[src/rtl/subleq_pkg.sv]
// subleq_pkg
//   Shared definitions for the SUBLEQ core: controller state encoding and
//   default datapath widths used as parameter defaults by the core and its
//   subtractor.
package subleq_pkg;

    localparam int unsigned STATE_W      = 4;
    localparam int unsigned DEF_DATA_W   = 16;
    localparam int unsigned DEF_ADDR_W   = 16;
    localparam int unsigned DEF_COUNT_W  = 32;
    localparam int unsigned DEF_RESET_PC = 0;

    // FA/FB/FC fetch the three operand words, RA/RB read the two data
    // words, WB writes the difference back, BR resolves the branch.
    typedef enum logic [STATE_W-1:0] {
        IDLE   = 4'd0,
        FA     = 4'd1,
        FB     = 4'd2,
        FC     = 4'd3,
        RA     = 4'd4,
        RB     = 4'd5,
        WB     = 4'd6,
        BR     = 4'd7,
        PAUSE  = 4'd8,
        HALTED = 4'd9
    } state_t;

endpackage

[src/rtl/subleq_sub_unit.sv]
// subleq_sub_unit
//   Combinational SUBLEQ ALU: diff = mb - ma (mod 2^DATA_W) with zero and
//   negative (MSB) detection.
//   Ports:
//     mb, ma  in   DATA_W  minuend / subtrahend
//     diff    out  DATA_W  mb - ma
//     zero    out  1       diff == 0
//     neg     out  1       diff MSB
module subleq_sub_unit
    import subleq_pkg::*;
#(
    parameter int unsigned DATA_W = DEF_DATA_W
)(
    input  logic [DATA_W-1:0] mb,
    input  logic [DATA_W-1:0] ma,
    output logic [DATA_W-1:0] diff,
    output logic              zero,
    output logic              neg
);

    always_comb begin
        diff = mb - ma;
        zero = (diff == '0);
        neg  = diff[DATA_W-1];
    end

endmodule

[src/rtl/subleq_core.sv]
// subleq_core
//   SUBLEQ processor core: PC/operand/MDR registers, control FSM and a
//   req/ack memory port tolerant of any memory latency. Adds halt
//   detection, single-step mode and a retired-instruction counter.
//   Ports:
//     clk, reset          clock; asynchronous active-high reset
//     start               pulse: from IDLE/HALTED load PC=RESET_PC and run
//     step_mode, step     pause after each instruction; step releases it
//     mem_req/we/addr/wdata/rdata/ack   memory handshake
//     pc                  current PC
//     flag_z, flag_n      registered zero/negative of last result
//     busy, halted        status (busy = not IDLE and not HALTED)
//     instr_count         retired instructions, wraps at 2^COUNT_W
module subleq_core
    import subleq_pkg::*;
#(
    parameter int unsigned DATA_W   = DEF_DATA_W,
    parameter int unsigned ADDR_W   = DEF_ADDR_W,
    parameter int unsigned RESET_PC = DEF_RESET_PC,
    parameter int unsigned COUNT_W  = DEF_COUNT_W
)(
    input  logic               clk,
    input  logic               reset,
    input  logic               start,
    input  logic               step_mode,
    input  logic               step,
    output logic               mem_req,
    output logic               mem_we,
    output logic [ADDR_W-1:0]  mem_addr,
    output logic [DATA_W-1:0]  mem_wdata,
    input  logic [DATA_W-1:0]  mem_rdata,
    input  logic               mem_ack,
    output logic [ADDR_W-1:0]  pc,
    output logic               flag_z,
    output logic               flag_n,
    output logic               busy,
    output logic               halted,
    output logic [COUNT_W-1:0] instr_count
);

    state_t              state, state_nx;
    logic [ADDR_W-1:0]   pc_q;
    logic [ADDR_W-1:0]   a_q;
    logic [ADDR_W-1:0]   b_q;
    logic [DATA_W-1:0]   c_q;
    logic [DATA_W-1:0]   ma_q;
    logic [DATA_W-1:0]   mb_q;
    logic [COUNT_W-1:0]  count_q;
    logic [DATA_W-1:0]   diff;
    logic                diff_zero;
    logic                diff_neg;
    logic                taken;
    logic                halt_br;

    subleq_sub_unit #(
        .DATA_W (DATA_W)
    ) u_sub (
        .mb   (mb_q),
        .ma   (ma_q),
        .diff (diff),
        .zero (diff_zero),
        .neg  (diff_neg)
    );

    // Flags were captured at the WB ack, so BR sees this instruction's result.
    always_comb begin
        taken   = flag_z | flag_n;
        halt_br = taken & c_q[DATA_W-1];
    end

    always_ff @(posedge clk or posedge reset) begin
        if (reset) state <= IDLE;
        else       state <= state_nx;
    end

    always_comb begin
        state_nx = state;
        case (state)
            IDLE:   if (start) state_nx = FA;
            FA:     if (mem_ack) state_nx = FB;
            FB:     if (mem_ack) state_nx = FC;
            FC:     if (mem_ack) state_nx = RA;
            RA:     if (mem_ack) state_nx = RB;
            RB:     if (mem_ack) state_nx = WB;
            WB:     if (mem_ack) state_nx = BR;
            BR: begin
                if (halt_br)        state_nx = HALTED;
                else if (step_mode) state_nx = PAUSE;
                else                state_nx = FA;
            end
            PAUSE:  if (step || !step_mode) state_nx = FA;
            HALTED: if (start) state_nx = FA;
            default: state_nx = IDLE;
        endcase
    end

    // Memory port is a pure function of state and registers, so it is
    // stable for as long as the FSM waits for ack and drops with reset.
    always_comb begin
        mem_req   = 1'b0;
        mem_we    = 1'b0;
        mem_addr  = '0;
        mem_wdata = '0;
        case (state)
            FA: begin mem_req = 1'b1; mem_addr = pc_q; end
            FB: begin mem_req = 1'b1; mem_addr = pc_q + ADDR_W'(1); end
            FC: begin mem_req = 1'b1; mem_addr = pc_q + ADDR_W'(2); end
            RA: begin mem_req = 1'b1; mem_addr = a_q; end
            RB: begin mem_req = 1'b1; mem_addr = b_q; end
            WB: begin
                mem_req   = 1'b1;
                mem_we    = 1'b1;
                mem_addr  = b_q;
                mem_wdata = diff;
            end
            default: ;
        endcase
    end

    always_ff @(posedge clk or posedge reset) begin
        if (reset) begin
            pc_q    <= '0;
            a_q     <= '0;
            b_q     <= '0;
            c_q     <= '0;
            ma_q    <= '0;
            mb_q    <= '0;
            flag_z  <= 1'b0;
            flag_n  <= 1'b0;
            count_q <= '0;
        end else begin
            case (state)
                IDLE, HALTED: if (start) pc_q <= ADDR_W'(RESET_PC);
                FA: if (mem_ack) a_q  <= mem_rdata[ADDR_W-1:0];
                FB: if (mem_ack) b_q  <= mem_rdata[ADDR_W-1:0];
                FC: if (mem_ack) c_q  <= mem_rdata;
                RA: if (mem_ack) ma_q <= mem_rdata;
                RB: if (mem_ack) mb_q <= mem_rdata;
                WB: if (mem_ack) begin
                    flag_z <= diff_zero;
                    flag_n <= diff_neg;
                end
                BR: begin
                    count_q <= count_q + COUNT_W'(1);
                    if (!taken)       pc_q <= pc_q + ADDR_W'(3);
                    else if (!halt_br) pc_q <= c_q[ADDR_W-1:0];
                end
                default: ;
            endcase
        end
    end

    always_comb begin
        pc          = pc_q;
        instr_count = count_q;
        busy        = (state != IDLE) && (state != HALTED);
        halted      = (state == HALTED);
    end

endmodule

[config.mk]
export PLATFORM = sky130hd
export DESIGN_NAME = subleq_core
export DESIGN_NICKNAME = d
export VERILOG_FILES = /design/src/rtl/subleq_pkg.sv /design/src/rtl/subleq_sub_unit.sv /design/src/rtl/subleq_core.sv
export SDC_FILE = /design/constraint.sdc
export NUM_CORES = 1
export LEC_CHECK = 0
export ABC_AREA = 0
export BUFFER_PORTS_ARGS = -buffer_cell sky130_fd_sc_hd__buf_4
export CORE_MARGIN = 2
export CORE_UTILIZATION = 50
export CTS_BUF_LIST = sky130_fd_sc_hd__clkbuf_16
export CTS_CLUSTER_SIZE = 8
export DETAILED_ROUTE_END_ITERATION = 7
export PLACE_DENSITY = 0.71
export REMOVE_ABC_BUFFERS = 1
export SETUP_SLACK_MARGIN = 0.15
export SYNTH_ARGS = -nofsm -noshare
export SYNTH_HDL_FRONTEND = slang
export SYNTH_SLANG_ARGS = --single-unit
export TNS_END_PERCENT = 20
[constraint.sdc]
create_clock -name clk -period 4.4 [get_ports clk]
set_input_delay 0.22 -clock clk [delete_from_list [all_inputs] [get_ports clk]]
set_output_delay 0.22 -clock clk [all_outputs]
set_load 0.005 [all_outputs]
Yosys cells after proc, flatten, opt, wreduce, memory -nomap -nowiden --
Index checks and enable logic that the tools add are counted.
Operators by class: add/sub/neg operators 5, equal/unequal tests 19, mux-type cells 19, bitwise gates (word level) 2, reduce and logical (&&, ||, !) cells 18
Operators with widths (number):
- one-hot mux 16 bit (5 select lines) | 1
- 2-to-1 mux 16 bit | 4
- 2-to-1 mux 4 bit | 10
- one-hot mux 4 bit (9 select lines) | 1
- adder 16 x 2 -> 16 bit, second input constant | 2
- adder 32 x 1 -> 32 bit, second input constant | 1
- one-hot mux 16 bit (2 select lines) | 1
- adder 16 x 1 -> 16 bit, second input constant | 1
- equality test 4 x 3 -> 1 bit, second input constant | 4
- zero test 16 bit | 1
- subtractor 16 bit | 1
- inequality test 2 bit, second input constant | 7
- AND reduction 2 bit | 6
- equality test 4 x 2 -> 1 bit, second input constant | 2
- equality test 4 bit, second input constant | 2
- AND reduction 8 bit | 1
- OR reduction 6 bit | 1
- equality test 4 x 1 -> 1 bit, second input constant | 1
- zero test 4 bit | 1
- inequality test 4 bit, second input constant | 1
- nonzero test 4 bit | 1
- OR reduction 2 bit | 2
- inequality test 3 bit, second input constant | 1
- AND reduction 3 bit | 1
- 8 further kinds | 9
Storage, ports and cells: bits in registers 134, bits of input ports 22, output and inout port bits 86, word-level logic and storage cells 73

Depth between registers and ports, before layout --
Gate-level depths: netlist of the first run.
depth after elaboration 5, depth in mapped cells 12, mapped depth without buffers 12

Modules after synthesis --
Synthesis of the first run repeated with hierarchy kept, for this count alone.
Second synthesis, totals: cells, all modules 765, area total of the unflattened synthesis 7782.5 um2
Modules (own cells, without submodules):
- subleq_core | instances 1, cells an instance 649, area each 6966.7 um2, seq. area each 3353.2 um2
- subleq_sub_unit | instances 1, cells an instance 116, area each 815.8 um2, seq. area each 0.0 um2

Worst setup path before layout of the first run --
OpenSTA, ideal clock, no wires.
path type register -> register, from register mb_q[0], to register flag_z, library setup time 64 ps, data arrival time 2514 ps, data required time 4336 ps, path slack 1822 ps, cell stages (with the launch flop) 13, path buffers 0, period minus slack after synthesis 2578 ps, cell sequence dfrtp_1 -> inv_1 -> ha_1 -> inv_1 -> fa_1 -> a211oi_1 -> o21ai_0 -> a31oi_1 -> o21bai_1 -> xnor2_1 -> nand3_1 -> nor4bb_1 -> a31o_2
Between the ends: word-level cells in the longest chain between the ends 2
Ends and longest elaborated chain:
- start: declaration | RTL line subleq_core.sv:47 | logic [DATA_W-1:0] mb_q;
- start signal: assignment | RTL line subleq_core.sv:138 | RB: if (mem_ack) mb_q <= mem_rdata;
- subtractor 16 bit | RTL line subleq_sub_unit.sv:22 | diff = mb - ma;
- zero test 16 bit | RTL line subleq_sub_unit.sv:23 | zero = (diff == '0);
- end signal: assignment | RTL line subleq_core.sv:140 | flag_z <= diff_zero;
- end: declaration | RTL line subleq_core.sv:34 | output logic flag_z,
No other way between the ends. A chain may end at the register's enable or synchronous reset.

Worst setup path in the final report of the first run --
from register state[3], to output port mem_addr[10]
Between the ends: word-level cells in the longest chain between the ends 3, elaborated cells on any way between the ends 8, those cells by class eq/ne (6); mux (1); reduce/logical (1)
Ends and longest elaborated chain:
- start: declaration | RTL line subleq_core.sv:41 | state_t state, state_nx;
- start signal: assignment | RTL line subleq_core.sv:73 | else state <= state_nx;
- equality test 4 x 3 -> 1 bit | RTL line subleq_core.sv:104 | case (state)
- OR reduction 2 bit (no line)
- one-hot mux 16 bit (5 select lines) (*) | RTL line subleq_core.sv:104
- end: declaration | RTL line subleq_core.sv:29 | output logic [ADDR_W-1:0] mem_addr,
Every way passes the cells marked *; elsewhere a longest branch is shown, timed or not.

==> results by stage, run 1 <==
Routing:
- Detailed routing inserted a total of around 6000 vias.
- The DRC violation count after routing is 0.
- The routed design has a little under 20 mm of wire.
- The starting DRC count in detailed routing is around 440.
- The number of nets with antenna violations after routing is 0.
- The detail-routed via count per cell is 5.94.
- The first detailed-routing pass took 5 iterations.
- The post-detailed-route wirelength per cell is approximately 19 µm.

Synthesis:
- The total standard cell area after synthesis is roughly 7400 µm².
- The most instantiated library cell after synthesis is sky130_fd_sc_hd__dfrtp_1.
- The gate count after technology mapping is 747.
- The leading register cell type out of synthesis is sky130_fd_sc_hd__dfrtp_1.
- The share of Yosys cell area claimed by the top area cell type is 45.3%.
- The share of the Yosys chip area taken by registers is between 40% and 50%.
- In the synthesized netlist, the cells that appear most often are sky130_fd_sc_hd__dfrtp_1 (134), sky130_fd_sc_hd__mux2_2 (79), sky130_fd_sc_hd__nor2_1 (67).
- Counting flops and latches in the post-synthesis netlist gives roughly 130.
- The synthesized design contains 0 enable-type register cells.
- After synthesis, the cell types taking the most area are sky130_fd_sc_hd__dfrtp_1 (45%), sky130_fd_sc_hd__mux2_2 (12%), sky130_fd_sc_hd__o21ai_0 (4.0%).
- The number of unique standard cell types used by synthesis is 60.
- The Yosys step of the flow raised 0 warnings.
- In this run the mean area of a mapped cell was 9.92 µm².
- The share of synthesized registers carrying an async set or reset is 100%.
- The cell accounting for the most synthesized area is sky130_fd_sc_hd__dfrtp_1.

Clock tree:
- After clock tree synthesis, the setup repair step added 0 buffers.
- CTS built an H-tree with a depth of 4.
- The TritonCTS buffer count is 17.
- The hold buffer count at CTS is 0.
- The total clock sinks is about 130.
- TritonCTS built the clock tree.
- Clock-pin slew was measured on the worst setup and hold paths at around 0.050 ns.
- The clock latency of the later-clocked register in the worst-skew pair is ~0.42 ns.
- The clock root buffer is sky130_fd_sc_hd__clkbuf_16.
- The quantity of gates resized following cts is 0.
- In this run the deepest clock path goes through 2 buffers.

Timing:
- Setup repair after global routing left no endpoint under its margin.
- The sum of negative setup slack is 0 ns.
- The number of pins exceeding their max-slew limit in the final report was 0.
- The timing-limited maximum frequency is between 200 and 300 MHz.
- The slew of the pin with the lowest slew margin is approximately 1.2 ns.
- On the final layout, the worst clock skew is roughly 0.012 ns.
- Setup violations remaining at the end of the flow were counted as 0.
- The final worst hold slack is between 0.01 and 0.015 ns.
- Setup slack closes at ~1.0 ns.
- The worst pin sits at a relative slew slack of about a fifth.
- The final hold violation count came to 0.
- In the finished design, the share of the clock period the worst path needs comes to between 70% and 80%.
- The routed design could run at a clock period as short as ~3.4 ns.

Global routing:
- The global-route met3 utilization is approximately 4.8%.
- The via count of the first global-routing pass came to roughly 6000.
- Entering global routing, the biggest net connects 76 pins.
- The total overflow left after global routing is 0.
- For this run, global-route usage on met1 was measured as roughly 34%.
- In the global route stage, overall resource usage came out at between 20% and 30%.
- The first global-routing pass estimated about 32 mm of wire.
- The met2 track utilization from global routing is approximately two fifths.
- In this run the most used layer during global routing was met2.
- The initial antenna violation count is 0.

Placed design:
- The number of instances in the placed design is between 1000 and 1500.
- Routability-driven placement finished with a final weighted congestion of about 0.98.
- After detailed placement, the total cell area comes to approximately 8300 µm².
- The worst-case setup slack after placement is 1.38 ns.
- The HPWL after detailed placement is roughly 14 mm.
- During placement, the flow inserted port buffers numbering approximately 110.

Critical path:
- At the worst endpoint, the arrival time is ~3.1 ns.
- The highest net fanout along the worst path is 19.
- The origin of the critical flop-to-flop path is mb_q[0].
- The worst setup path is of the reg -> out kind.
- In this run the worst setup path begins at state[3].
- For the worst setup path, the data required time is between 4 and 5 ns.
- The timing endpoint of the critical path is mem_addr[10].
- Across all register-to-register paths, the minimum setup slack is 1.34 ns.
- The number of cells on the worst reg-to-reg path is 12.
- In this run the critical register-to-register path is captured at flag_z.
- The endpoint type of the worst setup path is a primary output.
- The critical path launch point type is a register.

Cells and area:
- The end-of-flow core utilization is 61.3%.
- The net total in the final layout is 885.
- The final cell area excluding filler cells is 8870 µm².
- After the flow finishes, the layout carries non-filler instances totaling between 1000 and 1500.
- The number of antenna diodes in the final layout is 0.
- The area growth from synthesis to layout is 19.7%.
- The fraction of final layout cells with drive strength greater than 1 is 27.0%.

Power:
- The power after layout is around 6.6 mW.
- The total power density per cell area is between 700 and 800 nW/µm².
- For this design the static power due to leakage is 4.04 nW.
- Across the VDD grid, the largest voltage drop is between 0.3 and 0.4 mV.

Floorplanning:
- The number of rows in the core area is 44.
- The die covers roughly 16000 µm².
- The floorplan core area is 14500 µm².
- The I/O pin count is between 100 and 150.
- The die is approximately 130 µm tall.
- Measured along the x axis, the die boundary spans 126 µm.
- Once the floorplan was initialized, standard cells occupied 51.2% of the core.

Outcome:
- The run finished with clean final reports.

Run:
- The max-capacitance violation count is 0.

Min path:
- The worst hold path class is in -> async.
==> area by class of cell <==
cell class / instances / area [µm²]
fill: 1211 / 5610
multi-input combinational: 546 / 3780
sequential: 134 / 3350
timing repair buffer: 113 / 848
clock buffer: 17 / 425
tap: 184 / 230
clock inverter: 13 / 116
inverter: 29 / 111
==> power breakdown <==
| group | total (mW) | internal [mW] | switching [mW] |
|---|---|---|---|
| combinational | 3.06 | 1.44 | 1.61 |
| sequential | 2.21 | 1.70 | 0.509 |
| clock | 1.33 | 0.813 | 0.520 |
| total | 6.59 | 3.95 | 2.64 |
==> state kept, by name (all words and copies together), names as in the netlist <==
register / cells
pc: 16
state: 4
a_q: 16
instr_count: 32
flag_z: 1
c_q: 16
flag_n: 1
ma_q: 16
b_q: 16
mb_q: 16
==> cell families (layout without fill, tap and decap cells) <==
logic type,Yosys count,count (layout),synth area share [%]
AO/OA/AOI/OAI,158,158,13.4
XOR/XNOR,48,48,5.67
adder cells (fa/ha/maj),22,22,3.82
buffers and inverters,67,172,3.73
flip-flops,134,134,45.3
multiplexers,81,81,12.3
AND/OR/NAND/NOR,237,237,15.8
==> critical path, stage by stage, from the launching register on <==
cell                       delay (ns)
sky130_fd_sc_hd__dfrtp_1         0.60
sky130_fd_sc_hd__nor2_1          0.41
sky130_fd_sc_hd__nand2_1         0.23
sky130_fd_sc_hd__nor2_1          0.38
sky130_fd_sc_hd__nand2_1         0.12
sky130_fd_sc_hd__o21ai_0         0.30
sky130_fd_sc_hd__nand2_1         0.14
sky130_fd_sc_hd__o311ai_0        0.37
sky130_fd_sc_hd__buf_4           0.18
==> layout by cell type (no fill, tap or decap), types with 21 or more instances in the layout <==
cell	n
sky130_fd_sc_hd__dfrtp_1	134
sky130_fd_sc_hd__nand3_1	25
sky130_fd_sc_hd__xnor2_1	30
sky130_fd_sc_hd__mux2_2	79
sky130_fd_sc_hd__ha_1	21
sky130_fd_sc_hd__nand2_1	59
sky130_fd_sc_hd__buf_4	113
sky130_fd_sc_hd__inv_1	28
sky130_fd_sc_hd__nor2_1	67
sky130_fd_sc_hd__a21oi_1	31
sky130_fd_sc_hd__o21ai_0	59
==> how the worst min path moves through the flow <==
stage	startpoint	end	slack, ns	cells after the start
after floorplan	mem_rdata[15]	c_q[15]	0.34	2
after global placement	instr_count[31]	instr_count[31]	0.46	1
after detailed placement	instr_count[31]	instr_count[31]	0.46	1
after CTS	reset	flag_z	0.06	2
after global routing	mem_rdata[2]	ma_q[2]	0.07	2
final	reset	mb_q[1]	0.01	2
==> metal layers <==
layer | part of all wire (%) | vias up
met5 | 0 | -
met2 | 48 | 227
met1 | 44 | 3014
li1 | - | 2879
met3 | 5.8 | 32
met4 | 2.1 | 0
No activity file was read; power rests on OpenSTA's default activity.
==> run 2: changes to the inputs <==
clock period = 3.3 ns   (was 4.4 ns; I/O delays follow)
==> results by stage, run 2 (same netlist as run 1, synthesis figures left out) <==
Critical path:
- The cell seen most often among critical-path stages is sky130_fd_sc_hd__nand3_1 (was sky130_fd_sc_hd__nand2_1).
- Sequence of cells on the critical path: ha_1, nand3_1, nor2_1, nand3_1, or3_1, xnor2_1, a222oi_1, o31ai_1, buf_4 (was nor2_1, nand2_1, nor2_1, nand2_1, o21ai_0, nand2_1, o311ai_0, buf_4).
- The critical path class is reg -> out (unchanged).
- The required arrival time at the worst endpoint is 3.13 ns (was 4.18 ns).
- The slowest stage cell on the critical path is sky130_fd_sc_hd__dfrtp_2 (was sky130_fd_sc_hd__dfrtp_1).
- The data arrival at the endpoint of the critical path is 2.89 ns (was 3.14 ns).
- The highest net fanout along the worst path is 9 (was 19).
- The internal reg-to-reg setup slack is 0.46 ns (was 1.34 ns).
- The endpoint type of the worst setup path is a primary output (unchanged).
- The critical path's largest stage delay is 0.48 ns (was 0.60 ns).
- The critical path launch point type is a register (unchanged).

Cells and area:
- The most frequent standard cell in the layout excluding fill and tap cells is sky130_fd_sc_hd__dfrtp_1 (unchanged).
- The area growth from synthesis to layout is 22.0% (was 19.7%).
- The net total in the final layout is 901 (was 885).
- The number of antenna cells inserted is 0 (unchanged).
- The area of the multi-input gates is 3810 µm² (was 3780 µm²).
- Most frequent cells in the layout: sky130_fd_sc_hd__dfrtp_1 (131), sky130_fd_sc_hd__buf_4 (127), sky130_fd_sc_hd__mux2_2 (79) (was sky130_fd_sc_hd__dfrtp_1 (134), sky130_fd_sc_hd__buf_4 (113), sky130_fd_sc_hd__mux2_2 (79)).
- The number of fill cells in the layout is 1203 (was 1211).
- The area occupied by registers is 3360 µm² (was 3350 µm²).
- The fraction of final layout cells with drive strength greater than 1 is 29.3% (was 27.0%).
- The number of flip-flops under the largest register name came to 32 (unchanged).
- The end-of-flow core utilization was 62.4% (was 61.3%).

Floorplanning:
- The die extent in y is 126 µm (unchanged).
- The area of the die is 15800 µm² (unchanged).
- The width of the die is 126 µm (unchanged).
- The floorplan core area is 14500 µm² (unchanged).
- The I/O pin count is 108 (unchanged).
- The number of rows in the core area was 44 (unchanged).
- The starting density of the core was 51.2% (unchanged).

Clock tree:
- The CTS clock-pin slew for the worst setup and hold paths was 0.06 ns (was 0.05 ns).
- The clock latency of the later-clocked register in the worst-skew pair is 0.43 ns (was 0.42 ns).
- The total clock sinks is 134 (unchanged).
- The clock tree from TritonCTS was built (unchanged).
- The number of levels the H-tree was split into is 4 (unchanged).
- The clock root buffer is sky130_fd_sc_hd__clkbuf_16 (unchanged).
- The TritonCTS buffer count came to 17 (unchanged).
- The maximum root-to-sink buffer count came to 2 (unchanged).

Power:
- The switching power share of the total was 40.2% (was 40.0%).
- The register share of total power came to 32.1% (was 33.5%).
- The power after layout is 9.02 mW (was 6.59 mW).
- The standby leakage power is 4.15 nW (was 4.04 nW).
- The share of power burned in combinational logic is 48.2% (was 46.3%).
- The total power density per cell area was 998 nW/µm² (was 743 nW/µm²).
- The share of total power in the clock network is 19.7% (was 20.2%).
- The maximum ir drop on the vdd rail is 0.628 mV (was 0.365 mV).
- The net switching power of the design came to 3.63 mW (was 2.64 mW).
- The internal portion of total power is 5.39 mW (was 3.95 mW).

Routing:
- The number of search-and-repair iterations in the first detailed-routing pass came to 5 (unchanged).
- The DRC violation count after routing came to 0 (unchanged).
- The number of vias after detailed routing is 6394 (was 6152).
- The detail-routed via count per cell is 6.07 (was 5.94).
- The post-detailed-route wirelength per cell is 19.2 µm (was 19.0 µm).
- The starting DRC count in detailed routing is 628 (was 439).
- The routed wire length is 20.2 mm (was 19.7 mm).
- The number of nets with antenna violations after routing was 0 (unchanged).

Timing:
- The setup violation total in the final timing report is 0 (unchanged).
- The slew of the pin with the lowest slew margin is 0.909 ns (was 1.19 ns).
- The final hold violation count is 0 (unchanged).
- The worst path needs roughly 3.1 ns of the cycle, external delays included.
- The worst setup skew after layout came to 0.00777 ns (was 0.0118 ns).
- The sum of negative setup slack was 0 ns (unchanged).
- The post-route worst setup slack is 0.242 ns (was 1.04 ns).
- The final critical path takes up 92.7% of the cycle.
- The number of pins exceeding their max-slew limit in the final report is 0 (unchanged).
- The timing-limited maximum frequency is 327 MHz.
- RSZ-0062 raised after global routing: true (was false).
- The worst slew slack as a fraction of its limit is 39.3% (was 20.4%).

Global routing:
- The met2 track utilization from global routing is 40.9% (was 40.8%).
- The wire length of the first global-routing pass is 32.1 mm (was 31.6 mm).
- The largest net degree at the start of global routing came to 61 (was 76).
- The global-route met3 utilization is 6.20% (was 4.76%).
- The total overflow reported by the global router is 0 (unchanged).
- The overall routing resource usage came to 25.5% (was 25.1%).
- The routing usage on met1 is 33.2% (was 34.0%).
- The via count of the first global-routing pass is 6215 (was 6003).
- The initial antenna violation count was 0 (unchanged).
- The most crowded layer after global routing is met2 (unchanged).

Outcome:
- Run status: finished clean (unchanged).

Placed design:
- The routability-driven placement congestion ratio came to 0.963 (was 0.982).
- The count of buffers from port buffering is 107 (unchanged).
- The worst-case setup slack after placement is 0.349 ns (was 1.38 ns).
- The detailed placer's ending HPWL is 14.5 mm (was 14.0 mm).

Run:
- The max-capacitance violation count is 0 (unchanged).

Min path:
- The worst hold path class is in -> reg (was in -> async).
==> run 2: per-stage QoR <==
| step | instances | hold slack (ns) | cell area, µm² |
|---|---|---|---|
| floorplan | 709 | 0.282 | 7240 |
| finish | 1054 | 0.0166 | 9040 |
| CTS | 1053 | 0.00481 | 9010 |
| detailed placement | 1020 | 0.303 | 8450 |
| global route | 1054 | 0.0125 | 9040 |
| global placement | 1020 | 0.286 | 8450 |
==> run 2: power by group through the flow <==
stage / Combinational (mW) / Clock, mW / Sequential [mW]
final: 4.34 / 1.78 / 2.89
after global routing: 4.74 / 1.88 / 2.97
after CTS: 4.23 / 1.81 / 2.87
after detailed placement: 4.20 / 0 / 2.89
after global placement: 4.09 / 0 / 2.86
after floorplan: 2.76 / 0 / 2.73
==> run 2: metal layers <==
metal	wire length (µm)	up-vias	share of wire, %
met1	8200	3127	41
met2	9680	307	48
met5	0	-	0
li1	-	2910	-
met4	605	0	3.0
met3	1700	50	8.4
==> run 2: layout make-up <==
class                           instances  area share, %
Multi-Input combinational cell        546           42.1
Timing Repair Buffer                  129           10.9
Clock inverter                         15           1.37
Tap cell                              184           2.55
Inverter                               29           1.23
Clock buffer                           17           4.71
Sequential cell                       134           37.1
==> run 2: path summary, 6_finish.rpt <==
| path | startpoint | to | depth (start not counted) |
|---|---|---|---|
| worst max-delay path | pc[1] | mem_addr[13] | 9 |
| worst min-delay path | mem_rdata[4] | b_q[4] | 2 |
| worst max register to register | mb_q[0] | flag_z | 12 |
| worst min register to register | instr_count[31] | instr_count[31] | 1 |
| max in group asynchronous | reset | instr_count[9] | 4 |
| min in group asynchronous | reset | mb_q[0] | 3 |
==> run 2: worst max-delay path, delay by kind of cell (launching register included) <==
kind	cells	cell delay (ns)
flip-flops	1	0.48
buffers and inverters	1	0.15
AND/OR/NAND/NOR	4	0.90
adder cells (fa/ha/maj)	1	0.31
XOR/XNOR	1	0.13
AO/OA/AOI/OAI	2	0.50
==> run 2: timing repair <==
action                     CTS  global route
hold endpoints to repair    47             0
pin swaps                    0             1
hold buffers                 1             0
setup buffers                0             1
setup endpoints to repair    2             9
gates resized for setup      1             7
==> run 3: changes to the inputs <==
ABC_AREA = 1   (was 0)
HOLD_SLACK_MARGIN = 0.05   (was unset)
==> results by stage, run 3 <==
Outcome:
- Run status: finished clean (unchanged).

Power:
- The total power density per cell area was 930 nW/µm² (was 998 nW/µm²).
- The share of power burned in combinational logic is 48.3% (was 48.2%).
- The register share of total power was 31.6% (was 32.1%).
- The internal portion of total power is 4.83 mW (was 5.39 mW).
- The maximum ir drop on the vdd rail is 0.531 mV (was 0.628 mV).
- The switching power share of the total came to 44.1% (was 40.2%).
- The standby leakage power was 4.74 nW (was 4.15 nW).
- The share of total power in the clock network is 20.1% (was 19.7%).
- The net switching power of the design is 3.82 mW (was 3.63 mW).

Critical path:
- The critical path launch point type is a register (unchanged).
- The startpoint of the worst setup timing path is state[3] (was pc[1]).
- The data arrival at the endpoint of the critical path was 2.67 ns (was 2.89 ns).
- Sequence of cells on the critical path: nor2_1, nand2_1, inv_2, a21oi_1, o311ai_0, buf_4 (was ha_1, nand3_1, nor2_1, nand3_1, or3_1, xnor2_1, a222oi_1, o31ai_1, buf_4).
- The slowest stage cell on the critical path is sky130_fd_sc_hd__o311ai_0 (was sky130_fd_sc_hd__dfrtp_2).
- The highest net fanout along the worst path is 12 (was 9).
- The origin of the critical flop-to-flop path is state[3] (was mb_q[0]).
- The required arrival time at the worst endpoint was 3.13 ns (about the same).
- The endpoint type of the worst setup path was a primary output (unchanged).
- The critical path class is reg -> out (unchanged).
- The critical path's largest stage delay came to 0.53 ns (was 0.48 ns).

Routing:
- The wire length on met3 is 1.15 mm (was 1.70 mm).
- The number of nets with antenna violations after routing is 0 (unchanged).
- The starting DRC count in detailed routing was 627 (was 628).
- The met2 layer wire length in the routed design is 9.20 mm (was 9.68 mm).
- The number of search-and-repair iterations in the first detailed-routing pass is 5 (unchanged).
- The number of vias after detailed routing is 7207 (was 6394).
- The detail-routed via count per cell was 5.38 (was 6.07).
- The routed wire length is 20.4 mm (was 20.2 mm).
- The wire length on met1 came to 9.65 mm (was 8.20 mm).
- The DRC violation count after routing was 0 (unchanged).
- The post-detailed-route wirelength per cell is 15.2 µm (was 19.2 µm).
- The highest metal layer with signal wires is met4 (unchanged).

Clock tree:
- The quantity of gates resized following cts was 0 (was 1).
- The clock root buffer is sky130_fd_sc_hd__clkbuf_16 (unchanged).
- The number of buffers inserted by post-CTS setup repair is 0 (unchanged).
- The hold buffer count at CTS is 3 (was 1).
- The number of levels the H-tree was split into is 4 (unchanged).
- The CTS clock-pin slew for the worst setup and hold paths is 0.06 ns (about the same).
- The clock tree from TritonCTS is built (unchanged).
- The maximum root-to-sink buffer count came to 2 (unchanged).
- The TritonCTS buffer count was 17 (unchanged).
- The clock latency of the later-clocked register in the worst-skew pair is 0.41 ns (was 0.43 ns).
- The total clock sinks is 134 (unchanged).

Synthesis:
- Top post-synthesis cells by area: sky130_fd_sc_hd__dfrtp_1 (43%), sky130_fd_sc_hd__nand2_1 (13%), sky130_fd_sc_hd__inv_1 (6.7%) (was sky130_fd_sc_hd__dfrtp_1 (45%), sky130_fd_sc_hd__mux2_2 (12%), sky130_fd_sc_hd__o21ai_0 (4.0%)).
- The multiplexer share of the synthesized area is 0% (was 12.3%).
- The main combinational cell family by area after synthesis is simple AND/OR/NAND/NOR gates (unchanged).
- The synthesized-area fraction occupied by ao, oa, aoi and oai cells is 14.9% (was 13.4%).
- The number of enable flip-flop cells after synthesis came to 0 (unchanged).
- The leading register cell type out of synthesis is sky130_fd_sc_hd__dfrtp_1 (unchanged).
- The sequential fraction of the synthesis area came to 43.3% (was 45.3%).
- The total standard cell area after synthesis came to 7740 µm² (was 7410 µm²).
- The xor-xnor portion of the synthesized cell area was 4.87% (was 5.67%).
- The share of synthesized registers carrying an async set or reset is 100% (unchanged).
- The mean instance size in the synthesized netlist is 7.49 µm² (was 9.92 µm²).
- The warning count from the yosys run came to 0 (unchanged).
- The gate count after technology mapping was 1033 (was 747).
- The share of Yosys cell area claimed by the top area cell type is 43.3% (was 45.3%).
- The number of unique standard cell types used by synthesis is 44 (was 60).
- The post-synthesis adder-cell area fraction is 3.65% (was 3.82%).
- The cell accounting for the most synthesized area is sky130_fd_sc_hd__dfrtp_1 (unchanged).
- Top cell types by occurrence after synthesis: sky130_fd_sc_hd__nand2_1 (267), sky130_fd_sc_hd__inv_1 (138), sky130_fd_sc_hd__dfrtp_1 (134) (was sky130_fd_sc_hd__dfrtp_1 (134), sky130_fd_sc_hd__mux2_2 (79), sky130_fd_sc_hd__nor2_1 (67)).
- The most instantiated library cell after synthesis is sky130_fd_sc_hd__nand2_1 (was sky130_fd_sc_hd__dfrtp_1).
- The number of synthesized register bits is 134 (unchanged).
- The fraction of the mapped netlist area in simple logic gates is 24.7% (was 15.8%).

Timing:
- The sum of negative setup slack is 0 ns (unchanged).
- The clock period minus final worst setup slack is 2.83 ns (was 3.06 ns).
- The worst setup skew after layout is 0.0111 ns (was 0.00777 ns).
- The timing-limited maximum frequency is 353 MHz (was 327 MHz).
- The setup violation total in the final timing report was 0 (unchanged).
- The final worst hold slack is 0.0758 ns (was 0.0166 ns).
- The post-route worst setup slack is 0.469 ns (was 0.242 ns).
- The slew of the pin with the lowest slew margin is 0.976 ns (was 0.909 ns).
- The number of pins exceeding their max-slew limit in the final report came to 0 (unchanged).
- The final hold violation count was 0 (unchanged).
- RSZ-0062 raised after global routing: false (was true).
- The worst slew slack as a fraction of its limit came to 34.8% (was 39.3%).
- The portion of the clock cycle consumed by the worst path in the final layout was 85.8% (was 92.7%).

Global routing:
- The via count of the first global-routing pass was 6782 (was 6215).
- The wire length of the first global-routing pass is 34.2 mm (was 32.1 mm).
- The largest net degree at the start of global routing is 95 (was 61).
- The total overflow reported by the global router is 0 (unchanged).
- The overall routing resource usage is 26.2% (was 25.5%).
- The initial antenna violation count came to 0 (unchanged).

Placed design:
- The routability-driven placement congestion ratio came to 0.953 (was 0.963).
- The number of instances in the placed design came to 1306 (was 1020).
- The worst-case setup slack after placement is 0.775 ns (was 0.349 ns).
- The count of buffers from port buffering is 107 (unchanged).
- The detailed placer's ending HPWL is 15.1 mm (was 14.5 mm).

Cells and area:
- The fraction of final layout cells with drive strength greater than 1 is 14.4% (was 29.3%).
- The number of standard cells in the layout, taps in and fillers out is 1340 (was 1054).
- Most frequent cells in the layout: sky130_fd_sc_hd__nand2_1 (267), sky130_fd_sc_hd__inv_1 (138), sky130_fd_sc_hd__dfrtp_1 (134) (was sky130_fd_sc_hd__dfrtp_1 (131), sky130_fd_sc_hd__buf_4 (127), sky130_fd_sc_hd__mux2_2 (79)).
- The most frequent standard cell in the layout excluding fill and tap cells is sky130_fd_sc_hd__nand2_1 (was sky130_fd_sc_hd__dfrtp_1).
- The area of the multi-input gates is 3730 µm² (was 3810 µm²).
- The number of flip-flops under the largest register name was 32 (unchanged).
- The net total in the final layout was 1184 (was 901).
- The area growth from synthesis to layout is 20.2% (was 22.0%).
- The number of fill cells in the layout is 1381 (was 1203).
- The number of antenna cells inserted is 0 (unchanged).
- The area occupied by registers was 3350 µm² (was 3360 µm²).

Floorplanning:
- The I/O pin count was 108 (unchanged).
- The width of the die is 128 µm (was 126 µm).
- The floorplan core area is 15100 µm² (was 14500 µm²).
- The area of the die is 16500 µm² (was 15800 µm²).
- The die extent in y is 128 µm (was 126 µm).
- The number of rows in the core area came to 45 (was 44).
- The starting density of the core is 51.1% (was 51.2%).

Run:
- The max-capacitance violation count is 0 (unchanged).

Min path:
- The worst hold path class was in -> reg (unchanged).
- The critical hold path startpoint is mem_rdata[8] (was mem_rdata[4]).
## run 3: cell types whose count changed in the layout (fill, tap and decap cells not counted), sizes merged, moves of 9 or more
cell   before  now
buf       128  112
xnor2      30   10
and3       12    0
xor2       18   33
o21ai      60  112
nand3      25   50
inv        33  151
mux2       79    0
nand2      59  269
a21oi      31   41
o22ai       1   10
nor2       67  100
## run 3: final cells by class
class                   instances  share of cell area (%)
clock buffers                  17                    4.57
clock inverters                14                    1.20
inverters                     148                    6.03
multi-input cells             724                    40.1
flip-flops and latches        134                    36.1
well taps                     188                    2.53
repair buffers                115                    9.50
## run 3: through the flow
stage	area, µm²	utilization (%)	power, mW
floorplan	7630	-	5.46
global placement	8730	57.7	6.79
detailed placement	8730	57.7	6.87
CTS	9300	61.4	8.65
global route	9300	61.4	9.48
finish	9300	61.4	8.65
## run 3: per-layer routing
| metal | global-route usage (%) | up-vias |
|---|---|---|
| met2 | 40.8 | 236 |
| met5 | 0 | - |
| met3 | 4.49 | 28 |
| li1 | - | 3575 |
| met1 | 37.4 | 3368 |
| met4 | 8.34 | 0 |
## run 3: logic make-up (layout without fill, tap and decap cells)
kind of cell,after synthesis,in the layout
XOR/XNOR,43,43
buffers and inverters,175,294
AO/OA/AOI/OAI,203,203
flip-flops,134,134
AND/OR/NAND/NOR,456,456
adder cells (fa/ha/maj),22,22
## run 3: path summary, 6_finish.rpt
kind                       cells after the start  slack (ns)         endpoint
max                                            6        0.47      mem_addr[9]
min                                            3        0.08          mb_q[8]
max reg2reg                                    5        0.72           b_q[4]
min reg2reg                                    2        0.48         ma_q[11]
max in group asynchronous                      4        2.08           a_q[4]
min in group asynchronous                      3        0.48  instr_count[28]
## run 3: power groups by stage
stage / logic, mW / clock network, mW / registers (mW)
after floorplan: 2.88 / 0 / 2.58
after detailed placement: 4.14 / 0 / 2.73
after CTS: 4.17 / 1.77 / 2.71
after global placement: 4.06 / 0 / 2.73
final: 4.18 / 1.74 / 2.73
after global routing: 4.82 / 1.85 / 2.80
## run 3: worst max-delay path, delay by kind of cell, from the launching register on
kind	cells	cell delay [ns]
buffers and inverters	2	0.46
flip-flops	1	0.44
AO/OA/AOI/OAI	2	0.64
AND/OR/NAND/NOR	2	0.70
